==> src/rtl/counter_pkg.sv <==
// Shared types and helpers for the modulo counter family.
package counter_pkg;

    typedef enum logic {DOWN = 1'b0, UP = 1'b1} count_dir_t;
    typedef enum logic {SATURATE = 1'b0, WRAP = 1'b1} bound_mode_t;

    // Largest value a counter of the given modulus may hold.
    function automatic int unsigned max_count(input int unsigned modulus);
        return modulus - 1;
    endfunction

endpackage

==> src/rtl/mod_step_unit.sv <==
// Combinational next-count and terminal-count computation for mod_counter.
module mod_step_unit
    import counter_pkg::*;
#(
    parameter int WIDTH   = 8,
    parameter int MODULUS = 10
) (
    input  logic [WIDTH-1:0] q,
    input  logic [WIDTH-1:0] step,
    input  logic             up,
    input  logic             wrap,
    output logic [WIDTH-1:0] nxt,
    output logic             tc
);

    // One extra bit so Q+s and Q+MODULUS-s never overflow.
    localparam logic [WIDTH:0] MAX_V = (WIDTH+1)'(max_count(MODULUS));
    localparam logic [WIDTH:0] MOD_V = (WIDTH+1)'(MODULUS);

    logic [WIDTH:0] q_w;
    logic [WIDTH:0] s;
    logic [WIDTH:0] sum;

    always_comb begin
        q_w = {1'b0, q};
        s   = ({1'b0, step} > MAX_V) ? MAX_V : {1'b0, step};
        sum = q_w + s;
        nxt = q;
        tc  = 1'b0;
        if (count_dir_t'(up) == UP) begin
            if (sum <= MAX_V) begin
                nxt = WIDTH'(sum);
            end else begin
                tc  = 1'b1;
                nxt = (bound_mode_t'(wrap) == WRAP) ? WIDTH'(sum - MOD_V) : WIDTH'(MAX_V);
            end
        end else begin
            if (q_w >= s) begin
                nxt = WIDTH'(q_w - s);
            end else begin
                tc  = 1'b1;
                nxt = (bound_mode_t'(wrap) == WRAP) ? WIDTH'(q_w + MOD_V - s) : '0;
            end
        end
    end

endmodule

==> src/rtl/mod_counter.sv <==
// Up/down modulo counter with load, clear, wrap/saturate and terminal count.
// Optional compare output enabled by defining MOD_COUNTER_MATCH_EN.
module mod_counter
    import counter_pkg::*;
#(
    parameter int WIDTH   = 8,
    parameter int MODULUS = 10
) (
    input  logic             clock,
    input  logic             reset_L,
    input  logic             en,
    input  logic             clear,
    input  logic             load,
    input  logic [WIDTH-1:0] D,
    input  logic             up,
    input  logic [WIDTH-1:0] step,
    input  logic             wrap,
`ifdef MOD_COUNTER_MATCH_EN
    input  logic [WIDTH-1:0] cmp,
    output logic             match,
`endif
    output logic [WIDTH-1:0] Q,
    output logic             tc,
    output logic             at_max,
    output logic             at_min
);

    if (MODULUS < 2 || MODULUS > (2 ** WIDTH)) begin : g_bad_modulus
        $error("mod_counter: MODULUS must lie in 2..2**WIDTH");
    end

    localparam logic [WIDTH:0]   MOD_V = (WIDTH+1)'(MODULUS);
    localparam logic [WIDTH-1:0] MAX_Q = WIDTH'(max_count(MODULUS));

    logic [WIDTH-1:0] q_q, q_d;
    logic             tc_q, tc_d;
    logic [WIDTH-1:0] step_nxt;
    logic             step_tc;

    mod_step_unit #(
        .WIDTH   (WIDTH),
        .MODULUS (MODULUS)
    ) u_step (
        .q    (q_q),
        .step (step),
        .up   (up),
        .wrap (wrap),
        .nxt  (step_nxt),
        .tc   (step_tc)
    );

    always_comb begin
        q_d  = q_q;
        tc_d = 1'b0;
        if (clear) begin
            q_d = '0;
        end else if (en && load) begin
            q_d = ({1'b0, D} < MOD_V) ? D : MAX_Q;
        end else if (en) begin
            q_d  = step_nxt;
            tc_d = step_tc;
        end
    end

    always_ff @(posedge clock) begin
        if (!reset_L) begin
            q_q  <= '0;
            tc_q <= 1'b0;
        end else begin
            q_q  <= q_d;
            tc_q <= tc_d;
        end
    end

`ifdef MOD_COUNTER_MATCH_EN
    logic match_q, match_d;

    // Compare against next-Q so match lines up with the registered Q.
    always_comb begin
        match_d = (q_d == cmp);
    end

    always_ff @(posedge clock) begin
        if (!reset_L) begin
            match_q <= 1'b0;
        end else begin
            match_q <= match_d;
        end
    end

    assign match = match_q;
`endif

    assign Q      = q_q;
    assign tc     = tc_q;
    assign at_max = (q_q == MAX_Q);
    assign at_min = (q_q == '0);

endmodule
==> config.mk <==
export PLATFORM = sky130hd
export DESIGN_NAME = mod_counter
export DESIGN_NICKNAME = d
export VERILOG_FILES = /design/src/rtl/counter_pkg.sv /design/src/rtl/mod_step_unit.sv /design/src/rtl/mod_counter.sv
export SDC_FILE = /design/constraint.sdc
export NUM_CORES = 1
export LEC_CHECK = 0
export ABC_CLOCK_PERIOD_IN_PS = 4950
export BUFFER_PORTS_ARGS = -buffer_cell sky130_fd_sc_hd__clkbuf_2
export CORE_MARGIN = 1.5
export CORE_UTILIZATION = 40
export CTS_CLUSTER_DIAMETER = 60
export CTS_CLUSTER_SIZE = 30
export DETAILED_ROUTE_END_ITERATION = 10
export GPL_TIMING_DRIVEN = 0
export PLACE_DENSITY_LB_ADDON = 0.15
export REMOVE_ABC_BUFFERS = 1
export SYNTH_ARGS = -nofsm -noshare
export SYNTH_HDL_FRONTEND = slang
export SYNTH_HIERARCHICAL = 1
export SYNTH_SLANG_ARGS = --single-unit
==> constraint.sdc <==
create_clock -name clock -period 4.95 [get_ports clock]
set_input_delay 0.99 -clock clock [delete_from_list [all_inputs] [get_ports clock]]
set_output_delay 0.99 -clock clock [all_outputs]
set_load 0.01 [all_outputs]
==> reports/metrics.yaml, run 1 <==
drive_gt1_share_pct: 20.54
cts_sinks: 9
path_max_fanout: 7
dp_hpwl_um: 4222
io_pins: 34
outcome: "completed"
grt_pass1_vias: 1861
fin_skew_ns: 0.005728
peakVddDrop_mv: 0.1534
synth_top_cell_by_area: "ha_1"
syn_avg_cell_area_um2: 7.839
clk_pin_slew_ns: 0.05
leakagePower_nw: 1.026
synth-warning-count: 6
worstMarginPinSlew_ns: 0.5598
multi_input_area_mm2: 0.001735
vias_per_cell: 5.382
hold_end: "Q[3]"
io_buffers: 33
grt_overflow: 0
drc: 0
r2r_slack_ns: 1.57
ant_nets: 0
postCtsSetupBuffers: 0
drtIter0Drc: 137
wl_met3_um: 187
path_class: "input port to register"
fillers: 523
holdPathStages: 2
yosys-top-cells-area: "ha_1 17%, dfxtp_1 8.8%, fa_1 6.9%"
synthFlopType: "dfxtp_1"
rsz0062_at_grt: "false"
setup.worst_path.start_class: "input port"
grt_pass1_wl_um: 8783
wl_met1_um: 2444
top_layer: "met4"
cts_buffer_depth: 2
seq_area_um2: 180.2
ctsHoldBuffers: 0
dr.pass1.iters: 4
cp.arrival_ns: 4.65
antenna_cells: 0
num_vias: 1959
seq_area_frac_synth_pct: 8.840
gp_congestion: 0.8243
finalHoldViolations: 0
dp_slack_ns: 0.05838
grt_antenna_before_repair: 0
setup_ws_ns: 0.4139
fp.dieH_um: 74.38
htreeDepth: 1
end_kind: "register"
tritoncts: "done"
met2WireLength_um: 2451
cap_violations: 0
clock_latency_ns: 0.24
synthArstFlopShare_pct: 0
synth.ff_latch_count: 9
regToRegEndpoint: "Q[1]"
die_area_mm2: 0.005532
power_w: 0.0003096
num-nets-final: 355
area_delta_synth_final_pct: 13.75
hold_start: "Q[3]"
timing.fmax_mhz: 220.5
netlist_area_mm2: 0.002038
slew_viol_final: 0
period_share_pct: 91.64
wire_per_inst_um: 14.19
relSlewSlack_pct: 62.56
r2r_start: "Q[1]"
core_mm2: 0.004817
netlist.area_leader.share_pct: 16.57
syn_inst: 260
cts_root_buf: "clkbuf_8"
crit_required_ns: 5.06
grt_max_degree: 15
synth-edff-count: 0
min_path_type: "register to register"
r2r_cells: 12
synth_common_cells: "27 x ha_1, 27 x inv_1, 26 x a21oi_1"
cts_buffers: 3
row_count: 25
p_per_area_mw_per_mm2: 133.5
ys_types: 66
wirelength_um: 5166
tns_ns: 0
layout_min_cycle_time_ns: 4.536
die_w_um: 74.38
initial_core_util_pct: 42.31
grt_use_total_pct: 20.37
finalSetupViolCount: 0
[area by class of cell]
type	count	share of cell area [%]
clock buffers	4	1.943
multi-input cells	222	74.85
flip-flops and latches	9	7.771
inverters	29	4.695
repair buffers	33	7.124
well taps	67	3.616
[through the flow]
| step | utilization, % | cell area (um2) | hold slack, ns | std cells |
|---|---|---|---|---|
| after floorplan | - | 2022 | 0.5933 | 260 |
| after global placement | 47.14 | 2271 | 0.6411 | 360 |
| after detailed placement | 47.14 | 2271 | 0.6478 | 360 |
| after CTS | 48.08 | 2316 | 0.6533 | 364 |
| after global routing | 48.13 | 2318 | 0.7066 | 364 |
| final | 48.13 | 2318 | 0.6414 | 364 |
[worst max-delay path, stage by stage]
cell	delay, ns
clkbuf_2	0.08
nor4_1	0.34
nor2b_2	0.35
nand2_1	0.16
inv_1	0.14
ha_1	0.32
nor2b_2	0.19
nor2_2	0.07
o31ai_1	0.30
mux2_4	0.34
o31ai_2	0.35
nand3_2	0.22
a32o_2	0.31
a211o_1	0.29
a21oi_1	0.13
a21oi_1	0.08
[registers in the layout, indices dropped and copies added (netlist names)]
name / count
Q: 8
tc: 1
[power by group]
group	switching [W]	leakage [nW]	total, W	internal [W]
combinational	0.0000819	0.930	0.000146	0.0000637
sequential	0.00000325	0.0729	0.0000778	0.0000746
clock	0.0000300	0.0228	0.0000862	0.0000562
[metal layers]
layer	GRT usage [%]	up-vias
met4	4.646	0
met5	0	-
met1	27.79	908
li1	-	985
met3	1.897	9
met2	34.82	57
[how the worst max path moves through the flow]
stage,start,cells past startpoint,endpoint
after floorplan,step[6],15,Q[1]
after global placement,step[6],16,Q[1]
after detailed placement,step[6],16,Q[1]
after CTS,step[6],16,Q[1]
after global routing,step[6],16,Q[1]
final,step[6],16,Q[1]
[logic make-up (layout without fill, tap and decap cells)]
kind of cell,Yosys count,count (layout),synth area share (%)
multiplexers,1,1,0.7364
flip-flops,9,9,8.840
other,2,11,0.3685
buffers and inverters,38,66,7.796
AO/OA/AOI/OAI,84,84,30.51
AND/OR/NAND/NOR,74,74,20.57
XOR/XNOR,18,18,7.735
adder cells (fa/ha/maj),34,34,23.45
[layout by cell type (no fill, tap or decap), types with 2 or more instances in the layout]
| cell type | netlist | layout |
|---|---|---|
| nand2_1 | 13 | 13 |
| o211ai_1 | 4 | 4 |
| ha_1 | 27 | 27 |
| conb_1 | 2 | 11 |
| nor2_2 | 2 | 2 |
| xor2_1 | 3 | 3 |
| inv_2 | 2 | 2 |
| a21oi_1 | 26 | 26 |
| a21oi_2 | 2 | 2 |
| a21o_1 | 2 | 2 |
| a31oi_1 | 2 | 2 |
| o31ai_1 | 2 | 2 |
| and3b_1 | 2 | 2 |
| nand3_1 | 4 | 4 |
| o21ai_0 | 11 | 11 |
| a21boi_1 | 2 | 2 |
| fa_1 | 7 | 7 |
| dfxtp_1 | 9 | 9 |
| a22oi_1 | 2 | 2 |
| nor3_1 | 5 | 5 |
| xnor2_1 | 15 | 15 |
| a211o_1 | 2 | 2 |
| nor2b_1 | 10 | 9 |
| a221oi_2 | 2 | 2 |
| inv_1 | 27 | 27 |
| o21bai_1 | 3 | 3 |
| o22ai_1 | 5 | 5 |
| clkbuf_8 | 0 | 3 |
| clkbuf_2 | 1 | 33 |
| a2bb2oi_1 | 2 | 2 |
| nor4_1 | 3 | 3 |
| nor2b_2 | 1 | 2 |
| nor2_1 | 16 | 16 |
| nand2b_1 | 7 | 7 |
[what timing repair did]
item | in CTS | in global routing
hold endpoints to repair | 0 | 0
resized for setup | 0 | 1
setup endpoints to repair | 0 | 1
No activity file was read; power rests on OpenSTA's default activity.
==> run 2, diff against run 1 <==
Settings changed: MAX_ROUTING_LAYER set to met4.
==> reports/metrics.yaml, run 2 (synthesis results as in run 1) <==
initial_core_util_pct: 42.31  # unchanged
io_pins: 34  # unchanged
tns_ns: 0  # unchanged
core_mm2: 0.004817  # unchanged
die_area_mm2: 0.005532  # unchanged
setup.worst_path.start_class: "input port"  # unchanged
path_buf_inv: 2  # unchanged
crit_required_ns: 5.06  # about the same
grt_overflow: 0  # unchanged
layout_common_cells: "33 x clkbuf_2, 27 x inv_1, 27 x ha_1"  # unchanged
clk_pin_slew_ns: 0.05  # about the same
path_class: "input port to register"  # unchanged
cts_buffers: 3  # unchanged
rsz0062_at_grt: "false"  # unchanged
r2r_slack_ns: 1.54  # was 1.57 ns
grt_max_degree: 15  # unchanged
finalHoldViolations: 0  # unchanged
cp.arrival_ns: 4.68  # was 4.65 ns
timing.fmax_mhz: 218.7  # was 220.5 MHz
ctsHoldBuffers: 0  # unchanged
antenna_cells: 0  # unchanged
gp_congestion: 0.8368  # was 0.8243
cp.depth: 16  # unchanged
cap_violations: 0  # unchanged
grt_antenna_before_repair: 0  # unchanged
finalInstanceArea_mm2: 0.002318  # unchanged
peakVddDrop_mv: 0.1532  # was 0.1534 mV
min_path_type: "register to register"  # unchanged
finalSetupViolCount: 0  # unchanged
row_count: 25  # unchanged
final_common_cell: "clkbuf_2"  # unchanged
cts_root_buf: "clkbuf_8"  # unchanged
worstMarginPinSlew_ns: 0.5613  # was 0.5598 ns
area_delta_synth_final_pct: 13.75  # unchanged
cpPeakStageDelay_ns: 0.36  # was 0.35 ns
placedCellCount: 360  # unchanged
htreeDepth: 1  # unchanged
outcome: "completed"  # unchanged
crit_family: "compound AO/OA/AOI/OAI gates"  # unchanged
p_per_area_mw_per_mm2: 133.1  # was 133.5 mW/mm2
grt_use_total_pct: 20.95  # was 20.37%
grt_pass1_vias: 1862  # was 1861
wire_per_inst_um: 14.23  # was 14.19 um
holdPathStages: 2  # unchanged
num_vias: 1964  # was 1959
layout_min_cycle_time_ns: 4.572  # was 4.536 ns
cts_buffer_depth: 2  # unchanged
drive_gt1_share_pct: 20.54  # unchanged
cpMaxStageDelayCell: "o31ai_2"  # was nor2b_2
vias_per_cell: 5.396  # was 5.382
cts_sinks: 9  # unchanged
r2r_cells: 12  # unchanged
io_buffers: 33  # unchanged
relSlewSlack_pct: 62.46  # was 62.56%
slew_viol_final: 0  # unchanged
tritoncts: "done"  # unchanged
drc: 0  # unchanged
clock_latency_ns: 0.23  # was 0.24 ns
die_w_um: 74.38  # unchanged
fin_skew_ns: 0.005680  # was 0.005728 ns
path_max_fanout: 7  # unchanged
drtIter0Drc: 103  # was 137
grt_pass1_wl_um: 8783  # unchanged
dr.pass1.iters: 4  # unchanged
num-nets-final: 355  # unchanged
final_cells: 364  # unchanged
fp.dieH_um: 74.38  # unchanged
leakagePower_nw: 1.026  # unchanged
crit_chain: "clkbuf_2 > nor4_1 > nor2b_2 > nand2_1 > inv_1 > ha_1 > nor2b_2 > nor2_2 > o31ai_1 > mux2_4 > o31ai_2 > nand3_2 > a32o_2 > a211o_1 > a21oi_1 > a21oi_1"  # unchanged
period_share_pct: 92.36  # was 91.64%
ant_nets: 0  # unchanged
postPlaceCellArea_mm2: 0.002271  # unchanged
end_kind: "register"  # unchanged
wirelength_um: 5178  # was 5166 um
dp_hpwl_um: 4222  # unchanged
largest_reg_flops: 8  # unchanged
[run 2: cell counts in the layout (fill, tap and decap cells not counted)]
Identical to the previous run, type by type.
[run 2: worst paths after layout]
kind | from | endpoint
hold / removal | Q[3] | Q[3]
setup / recovery | step[6] | Q[1]
hold reg to reg | Q[3] | Q[3]
setup reg to reg | Q[1] | Q[1]
[run 2: final cells by class]
type	count	area [um2]
Sequential cell	9	180.2
Inverter	29	108.9
Fill cell	523	2499
Clock buffer	4	45.04
Tap cell	67	83.83
Multi-Input combinational cell	222	1735
Timing Repair Buffer	33	165.2
[run 2: per-layer routing]
metal  global-route usage [%]  wire (um)  up-vias  part of all wire, %
met5                        -          0        -                    0
met1                    27.95       2472      915                   48
met4                    4.646         76        0                  1.5
met3                    1.355        172        9                  3.3
met2                    34.82       2457       54                   47
li1                         -          -      986                    -
[run 2: through the flow]
step,util [%],setup slack [ns],power (W),hold WS [ns]
final,48.13,0.3780,0.0003086,0.6431
after global placement,47.14,0.09237,0.0002239,0.6411
after CTS,48.08,0.2996,0.0003099,0.6533
after global routing,48.13,0.08257,0.0003322,0.7066
after detailed placement,47.14,0.05838,0.0002233,0.6478
after floorplan,-,0.6786,0.0001833,0.5933
[run 2: power by group]
part           switching (W)  internal (W)   total, W  leakage, nW
Clock              0.0000288     0.0000561  0.0000849       0.0228
Sequential        0.00000327     0.0000746  0.0000778       0.0729
Combinational      0.0000822     0.0000637   0.000146        0.930
Total               0.000114      0.000194   0.000309         1.03
[run 2: repair_timing]
item | in CTS | in global routing
setup endpoints to repair | 0 | 1
buffers inserted | 0 | 0
gates resized for setup | 0 | 1
[run 2: worst min-delay path: stages, from the launching register on]
cell,delay [ns]
dfxtp_1,0.42
nand2b_1,0.12
a21oi_1,0.06
